<file path="config.mk">
export PLATFORM = sky130hd
export DESIGN_NAME = sa_output_drain
export DESIGN_NICKNAME = d
export VERILOG_FILES = /design/src/rtl/sa_pkg.sv /design/src/rtl/sa_row_mux.sv /design/src/rtl/sa_output_drain.sv
export SDC_FILE = /design/constraint.sdc
export NUM_CORES = 1
export LEC_CHECK = 0
export BUFFER_PORTS_ARGS = -buffer_cell sky130_fd_sc_hd__buf_2
export CAP_MARGIN = 20
export CORE_MARGIN = 5
export CORE_UTILIZATION = 40
export DETAILED_ROUTE_END_ITERATION = 8
export PLACE_DENSITY = 0.63
export SLEW_MARGIN = 15
export SYNTH_ARGS = -nofsm -noshare
export SYNTH_HDL_FRONTEND = slang
export SYNTH_HIERARCHICAL = 1
export SYNTH_SLANG_ARGS = --single-unit
</file>
<file path="constraint.sdc">
create_clock -name CLK -period 5.31 [get_ports CLK]
set_input_delay 0.531 -clock CLK [delete_from_list [all_inputs] [get_ports CLK]]
set_output_delay 0.531 -clock CLK [all_outputs]
set_load 0.02 [all_outputs]
</file>
<file path="src/rtl/sa_pkg.sv">
// Shared types and helpers for the systolic-array output drain.
// State encoding, result width and the Y bus block-index mapping.
package sa_pkg;

  typedef enum logic [1:0] {
    IDLE,
    COUNT,
    DRAIN
  } state_t;

  localparam int SA_WIDTH = 8;
  localparam int RES_W    = 2 * SA_WIDTH;

  // Block index of element (r,c) in the flattened Y bus; (0,0) is MSB.
  function automatic int blk_idx(
    input int r,
    input int c,
    input int hpe,
    input int vpe
  );
    return hpe * vpe - 1 - (r * hpe + c);
  endfunction

endpackage

</file>
<file path="src/rtl/sa_row_mux.sv">
// Selects one PE row out of a flattened result bank.
// Ports: bank (all results), row (index), row_data (HPE results, col 0 in LSBs).
module sa_row_mux
  import sa_pkg::*;
#(
  parameter int WIDTH = SA_WIDTH,
  parameter int HPE   = 2,
  parameter int VPE   = 2,
  parameter int RW    = 1
) (
  input  logic [2*WIDTH*HPE*VPE-1:0] bank,
  input  logic [RW-1:0]              row,
  output logic [2*WIDTH*HPE-1:0]     row_data
);

  localparam int RES = 2 * WIDTH;

  always_comb begin
    row_data = '0;
    for (int r = 0; r < VPE; r++) begin
      if (row == RW'(r)) begin
        for (int c = 0; c < HPE; c++) begin
          row_data[c*RES +: RES] =
            bank[blk_idx(r, c, HPE, VPE)*RES +: RES];
        end
      end
    end
  end

endmodule

</file>
<file path="src/rtl/sa_output_drain.sv">
// Times an accumulation window, snapshots Y, then drains it row by row.
// Ports: CLK/RST, start/k_len, Y in; out_* valid/ready stream, busy, start_err.
module sa_output_drain
  import sa_pkg::*;
#(
  parameter int WIDTH = SA_WIDTH,
  parameter int HPE   = 2,
  parameter int VPE   = 2,
  parameter int RW    = $clog2(VPE > 1 ? VPE : 2)
) (
  input  logic                       CLK,
  input  logic                       RST,
  input  logic                       start,
  input  logic [15:0]                k_len,
  input  logic [2*WIDTH*HPE*VPE-1:0] Y,
  input  logic                       out_ready,
  output logic                       out_valid,
  output logic [2*WIDTH*HPE-1:0]     out_data,
  output logic [RW-1:0]              out_row,
  output logic                       out_last,
  output logic                       busy,
  output logic                       start_err
);

  localparam int BANK_W = 2 * WIDTH * HPE * VPE;
  localparam int ROW_W  = 2 * WIDTH * HPE;
  localparam logic [RW-1:0] LAST_ROW = RW'(VPE - 1);

  state_t            state, state_d;
  logic [15:0]       cnt, cnt_d;
  logic [BANK_W-1:0] bank;
  logic [RW-1:0]     row;
  logic [ROW_W-1:0]  data_q;
  logic              last_q;
  logic              err_q, err_d;
  logic              cap, adv, fin, hs;
  logic [BANK_W-1:0] mux_bank;
  logic [RW-1:0]     mux_row, row_nxt;
  logic [ROW_W-1:0]  mux_data;

  assign hs      = out_valid & out_ready;
  assign row_nxt = row + RW'(1);

  // Capture edge loads row 0 straight from Y, since bank updates same edge.
  assign mux_bank = cap ? Y : bank;
  assign mux_row  = cap ? '0 : row_nxt;

  sa_row_mux #(
    .WIDTH (WIDTH),
    .HPE   (HPE),
    .VPE   (VPE),
    .RW    (RW)
  ) u_mux (
    .bank     (mux_bank),
    .row      (mux_row),
    .row_data (mux_data)
  );

  always_comb begin
    state_d = state;
    cnt_d   = cnt;
    err_d   = err_q;
    cap     = 1'b0;
    adv     = 1'b0;
    fin     = 1'b0;
    unique case (state)
      IDLE: begin
        if (start) begin
          state_d = COUNT;
          cnt_d   = (k_len == 16'd0) ? 16'd0 : k_len - 16'd1;
        end
      end
      COUNT: begin
        if (start) err_d = 1'b1;
        if (cnt == 16'd0) begin
          cap     = 1'b1;
          state_d = DRAIN;
        end else begin
          cnt_d = cnt - 16'd1;
        end
      end
      DRAIN: begin
        if (start) err_d = 1'b1;
        if (hs) begin
          if (row == LAST_ROW) begin
            fin     = 1'b1;
            state_d = IDLE;
          end else begin
            adv = 1'b1;
          end
        end
      end
      default: state_d = IDLE;
    endcase
  end

  always_ff @(posedge CLK or negedge RST) begin
    if (!RST) begin
      state  <= IDLE;
      cnt    <= '0;
      bank   <= '0;
      row    <= '0;
      data_q <= '0;
      last_q <= 1'b0;
      err_q  <= 1'b0;
    end else begin
      state <= state_d;
      cnt   <= cnt_d;
      err_q <= err_d;
      if (cap) begin
        bank   <= Y;
        row    <= '0;
        data_q <= mux_data;
        last_q <= (LAST_ROW == '0);
      end else if (adv) begin
        row    <= row_nxt;
        data_q <= mux_data;
        last_q <= (row_nxt == LAST_ROW);
      end else if (fin) begin
        row    <= '0;
        data_q <= '0;
        last_q <= 1'b0;
      end
    end
  end

  assign out_valid = (state == DRAIN);
  assign out_data  = data_q;
  assign out_row   = row;
  assign out_last  = last_q;
  assign busy      = (state != IDLE);
  assign start_err = err_q;

endmodule

</file>
==> results.txt, run 1 <==
- Leak Pwr: 3.06 nW
* Total of max-cap violations: 0
- Setup repair after global routing left no endpoint under its margin.
- Setup violations remaining at the end of the flow were counted as 0.
- Internal power consumption: 1.66 mW
* Later-pin clock latency in the skew report: 410 ps
- Number of antenna violations at the first check in global routing: 0
- After legalization and detailed placement, the total HPWL measured 9780 um.
- In the final routed layout, each cell accounts on average for 16.1 um.
* Number of setup buffers added after CTS: 0
- WL final: 14000 um
- Layout Nets: 768
- Proportion of power drawn by combinational gates: 0.033
- Summing all multi-input logic gate instances after layout gives 0.00262 sq mm.
- In this run, synthesis inferred 0 flip-flops with an integrated enable.
* Max-slew violation count: 0
- The commonest cells after synthesis are nand2_1 (211), dfrtp_1 (116), a22o_1 (34), mux2_4 (30), buf_2 (19).
- In the final layout, the share of cells above drive strength 1 is 0.292.
* CP Data Required Time: 5650 ps
- Number of diodes added for antenna fixing: 0
* Core utilization of the finished layout: 0.503
* Post-DR vias/cell: 5.13
* GRT Overall Usage: 0.170
- Launch instance of the worst register-to-register path: state[1]
- After technology mapping, the gate count stands at 565.
* FP Rows: 43
- Overall Power: 2.08 mW
- Core area: 0.0139 sq mm
* Overall die width: 130 um
- The synthesized netlist contains 60 unique library cells.
- The die covers approximately 0.017 sq mm.
- During synthesis, Yosys emitted a total of 6 warnings.
* Data arrival time of the critical path: 3590 ps
- The run finished with clean final reports.
- Of the available clock period, the critical path in the final layout requires 0.612.
- Vias after detailed routing: 4464
- Kind of critical path: reg -> reg
* Number of buffers inserted during clock tree synthesis: 17
- The count of nets left with antenna violations once routing finished came out at 0.
- Chip height: 130 um
- The congestion estimate from routability-driven global placement came to 0.840.
- Before CTS, the worst setup slack after placement is between 2000 and 2500 ps.
- The finished layout holds 871 standard cells, fillers aside.
* CTS-repair resized insts: 0
- Relative slew slack: 0.311
* Starting density of the core: 0.410
* Tightest Hold Check Type: in -> async
- Async SR Flop Fraction: 1.00
- The tree is rooted in a clkbuf_16.
* Clock network fraction of total power: 0.541
* Grt ovf: 0
- Net switching power: roughly 0.42 mW
- Global-route wire length before repair: approximately 23000 um
- Worst Hold Margin: 168 ps
* Seq. cell area: 0.00290 sq mm
* Net count of the mapped netlist: 654
* DRC violation count after routing: 0
* Area overhead of the layout relative to synthesis: 22.7%
- nand2_1 is the most common cell in the netlist.
- Highest Clock Rate: 0.308 GHz
- Of the total power, the share spent switching nets is 0.203.
* Post-Layout Inst Area: 0.00702 sq mm
- Clock Tree Buf Depth: 2
- For this run, the detailed router's first-pass iteration total came to 5.
- Final critical-path required period: ~3200 ps
- Number of hold violations in the final report: 0
- Number of cells traversed by the worst register-to-register path: 9
- Input and output buffers added on the ports amount to 120.
* Least setup slack across all paths after layout: 2060 ps
- Maximum number of pins on one net before global-route repair: 64
- TritonCTS built the clock tree.
- Ratio of total power to cell area: 296 mW/mm^2
- The worst setup path is launched from a flip-flop.
- Synthesis inferred 116 register bits.
- Number of buffers inserted for hold repair after clock tree synthesis: 0
- Clock-pin slew was measured on the worst setup and hold paths at 50 ps.
* CP max FO: 50
- Area after detailed placement: 0.00643 sq mm
- At the pin with the least slew margin, the transition time is 1030 ps.
- Combined area of all synthesized cells: 0.00572 sq mm
- Category of the worst setup path capture point: flip-flop
- Sequential cell area fraction in the yosys report: 0.508
* Violation count after the first detailed-route iteration: around 250
- Counting every sink on the clock net gives approximately 120.
- Filler instances: ~1300
* Max VDD drop: 0.207 mV
- Once placement completed, the tool counted placed cells totaling 840.
- The H-tree was split into 4 levels.
* Mean instance size in the synthesized netlist: approximately 10 sq um
* Setup Skew: 5.65 ps
- Most area-consuming cells after synthesis: dfrtp_1 (51%), nand2_1 (14%), mux2_4 (7.9%), a22o_1 (5.2%), buf_2 (1.7%)
* Fraction of synthesized cell area taken by the top area cell type: 0.508
* Relative contribution of sequential cells to total power: 0.426
- In this run the count of I/O pins placed on the die edge is 121.
- The number of global-route vias before repair was 4587.
* Primary FF master, synth: dfrtp_1
* Accumulated negative setup slack: 0 ps
* Worst setup startpoint: state[1]
- Cell type contributing the most total cell area after synthesis: dfrtp_1
==> registers in the layout, summed over array words and instances (netlist names) <==
signal / cells
cnt: 16
bank: 64
start_err: 1
state: 2
out_last: 1
out_data: 32
==> layout make-up <==
class | instances | share of cell area
repair buffers | 124 | 0.0920
clock inverters | 9 | 0.0185
inverters | 9 | 0.00482
multi-input cells | 411 | 0.374
well taps | 180 | 0.0321
flip-flops and latches | 116 | 0.414
clock buffers | 22 | 0.0647
==> worst paths after layout <==
path                            slack [ps]      endpoint
worst max-delay path                  2060  out_data[12]
worst min-delay path                   170  out_data[12]
worst max register to register        2060  out_data[12]
worst min register to register         450     start_err
max in group asynchronous             3900      bank[10]
min in group CLK                       340      bank[46]
==> logic make-up after synthesis <==
kind of cell	count (synthesis)	share of synthesized area
simple gates	277	0.220
xor+xnor	13	0.0199
fa+ha+maj	5	0.0109
compound gates	82	0.116
mux	34	0.0864
flops	116	0.508
buf+inv	38	0.0396
==> metal layers <==
metal / track usage / part of all wire
met2: 0.271 / 0.46
met5: 0 / 0
met3: 0.0425 / 0.068
met1: 0.227 / 0.45
met4: 0.0617 / 0.014
==> critical path, stage by stage (launching register included) <==
cell	delay, ps
dfrtp_1	380
inv_1	90
ha_1	800
nand2_1	330
nor2_4	500
buf_4	530
nand2_1	130
nand2_1	120
mux2_4	140
a22o_1	120
==> power by group through the flow <==
stage                     clock network, mW  registers [mW]  logic, mW
final                                  1.13           0.885     0.0687
after global routing                   1.18           0.884     0.0778
after CTS                              1.15           0.885     0.0709
after detailed placement                  0           0.900     0.0705
after global placement                    0           0.900     0.0683
after floorplan                           0           0.900     0.0104
==> cells in the final DEF (no fill, tap or decap), types with 4 or more instances in the layout <==
cell type | synthesis | final
ha_1 | 5 | 5
clkinvlp_4 | 0 | 4
clkbuf_1 | 5 | 4
clkbuf_16 | 0 | 17
a21oi_1 | 7 | 6
inv_1 | 9 | 9
buf_4 | 1 | 4
a22o_1 | 34 | 34
buf_2 | 19 | 119
nor3_1 | 10 | 10
xnor2_1 | 8 | 8
mux2_4 | 30 | 30
o21ai_0 | 5 | 5
nand3_1 | 6 | 6
xor2_1 | 5 | 5
o311ai_0 | 4 | 4
nand2_1 | 211 | 211
nand3b_1 | 4 | 4
nor2_1 | 13 | 11
dfrtp_1 | 116 | 116
No activity file was read; power rests on OpenSTA's default activity.
==> run 2, diff against run 1 <==
Clock period 5.31 ns to 3 ns, I/O delays scaled along.
==> run 2 against run 1 <==
- sequential share of layout area shrank 0.63 points
- non-clock buffer count rose by 4
- first-iteration DRC count is 32% higher
- critical endpoint is now out_data[21]
- largest cell class unchanged
- highest routed layer unchanged
==> results.txt, run 2 (synthesis results as in run 1) <==
- The worst setup path is captured at a flip-flop.
- The horizontal die dimension is 130 um (unchanged).
- The post-DP HPWL was 9600 um (-1.8%).
- Biggest register: bank
- Final setup violation count: 0 (unchanged)
* Number of antenna violations at the first check in global routing: 0 (unchanged)
- Slew @ Worst Pin: 989 ps (-42.6 ps)
- Starting density of the core: 0.410 (unchanged)
* Stage delay of the slowest cell on the critical path: 420 ps (-380 ps)
- RSZ-0062 raised after global routing: no
- The aggregate negative setup slack is 0 ps (unchanged).
* Later-pin clock latency in the skew report: 400 ps (about the same)
- Most frequent cells in the layout: nand2_1 (211), buf_2 (119), dfrtp_1 (116), a22o_1 (34), mux2_4 (30)
- Number of diodes added for antenna fixing: 0 (unchanged)
- DRC violation count after routing: 0 (unchanged)
- The global placement routability congestion was 0.879 (+4.7%).
- Highest Clock Rate: 0.355 GHz (+15%)
- The library cell used most frequently in the layout, excluding fill and tap cells, is nand2_1.
- The number of gates resized after cts was 0 (unchanged).
- The standard-cell row count was 43 (unchanged).
* Kind of critical path: reg -> reg
- H-tree levels: 4 (unchanged)
- The total power divided by cell area came to 542 mW/mm^2 (+83%).
- TritonCTS built the clock tree.
- Chip height: 130 um (unchanged)
* Flip-flop count of the largest register, all copies and words added: 64 (unchanged)
- Maximum number of pins on one net before global-route repair: 67 (+4.7%)
- The global-route wire length before repair was 23100 um (+2.3%).
* Post-DR vias/cell: 5.19 (+1.2%)
- The net count reported at finish is 772 (+0.52%).
- From synthesis to final layout, the design area changed by 24.6%.
* GRT Overall Usage: 0.174 (+0.00328)
* Clock sinks: 116 (unchanged)
- The via count of the routed design is 4545 (+1.8%).
- Tightest Hold Check Type: in -> async
- Max-slew violation count: 0 (unchanged)
- The core footprint was 0.0139 sq mm (unchanged).
- Clock Tree Buf Depth: 2 (unchanged)
* Routed wirelength normalized by instance count: 16.1 um (+0.39%)
- The worst path arrival time came to 3100 ps (-490 ps).
* Number of port buffers: 120 (unchanged)
- The cell that appears most often on the critical path is nand2_1.
- The slowest stage of the critical path is the or2_2 cell.
* Grt ovf: 0 (unchanged)
- Number of global-route vias before repair: 4731 (+3.1%)
* Largest delay share family, worst path: simple AND/OR/NAND/NOR gates
- The final wirelength was 14100 um (+0.97%).
- Final critical-path required period: 2820 ps (-430 ps)
* Number of setup buffers added after CTS: 0 (unchanged)
- CP max FO: 56 (+12%)
- The total power came to 3.86 mW (+86%).
- The signal on the critical path passes through inv_1 -> ha_1 -> nor3b_2 -> nand4_4 -> buf_4 -> or2_2 -> buf_12 -> nand2_1 -> nand2_1 -> mux2_4 -> a22o_1.
* Result of the run: finished, final reports clean
- CTS root buf: clkbuf_16
- The number of violations of the max-capacitance limit was 0 (unchanged).
* Violation count after the first detailed-route iteration: 335 (+32%)
- Critical path launch point type: flip-flop
- The remaining number of nets flagged by the antenna check after routing was 0 (unchanged).
* Number of buffers inserted during clock tree synthesis: 17 (unchanged)
- Combined buffer and inverter count along the critical path: 3 (+1)
- The quantity of hold-fixing buffers added after cts was 0 (unchanged).
- Ratio of cells with drive above 1 in the final layout: 0.300 (+0.00796)
- Number of primary I/O pins: 121 (unchanged)
- Count of TritonRoute iterations in the first routing pass: 4 (-1)
* Final Cycle Share: 0.939 (+0.328)
* CP Data Required Time: 3290 ps (-2360 ps)
* CTS clock-pin slew for the worst setup and hold paths: 50 ps (about the same)
* Number of hold violations in the final report: 0 (unchanged)
- Overall die area: 0.0168 sq mm (unchanged)
- The static leakage is 3.12 nW (+1.9%).
* Max VDD drop: 0.381 mV (+84%)
* Relative slew slack: 0.338 (+0.0274)
* Setup Skew: 8.01 ps (+2.36 ps)
[run 2: cell types whose count changed in the layout (fill, tap and decap cells not counted), sizes merged]
cell      before  now
clkinvlp       4    3
clkbuf        22   19
buf          124  128
bufinv         3    5
inv            9   10
clkinv         2    4
[run 2: cell type report]
type	instances	area (sq um)
clock buffer	19	433
timing repair buffer	128	701
fill	1286	6810
inverter	9	33.8
sequential	116	2900
clock inverter	13	205
multi-input combinational	411	2620
tap	180	225
[run 2: per-stage QoR]
stage | area, sq um | utilization | cells | hold WS (ps) | setup slack (ps)
5_1_grt | 7120 | 0.511 | 876 | 67.9 | 8.87
3_3_place_gp | 6470 | 0.464 | 843 | 444 | 108
3_5_place_dp | 6470 | 0.464 | 843 | 452 | 31.9
2_1_floorplan | 5720 | - | 565 | 4.41 | 447
6_report | 7120 | 0.511 | 876 | 0.542 | 182
4_1_cts | 7100 | 0.510 | 875 | 18.5 | 35.4
[run 2: power breakdown]
group / internal (mW) / leakage [nW] / switching (mW)
sequential: 1.57 / 1.07 / 0.0000000000000000410
clock: 1.47 / 0.303 / 0.702
combinational: 0.0527 / 1.75 / 0.0707
total: 3.09 / 3.12 / 0.773
[run 2: worst register-to-register path, stage by stage (launching register included)]
cell,delay (ps)
dfrtp_1,400
inv_1,110
ha_1,210
nor3b_2,310
nand4_4,150
buf_4,200
or2_2,420
buf_12,230
nand2_1,140
nand2_1,80
mux2_4,270
a22o_1,200
[run 2: final timing paths]
path                                      to  cells after the start     start  slack (ps)
worst max-delay path            out_data[21]                     11    cnt[0]         180
worst min-delay path            out_data[12]                      1       RST         0.5
min in group CLK                    bank[46]                      3     Y[46]         120
max in group asynchronous       out_data[19]                      2       RST        2220
worst max register to register  out_data[21]                     11    cnt[0]         180
worst min register to register      bank[31]                      2  bank[31]         460
[run 2: metal layers]
layer	part of all wire	GRT usage	vias up
li1	-	-	2178
met1	0.46	0.234	2214
met2	0.46	0.272	136
met3	0.064	0.0412	17
met4	0.015	0.0672	0
met5	0	0	-
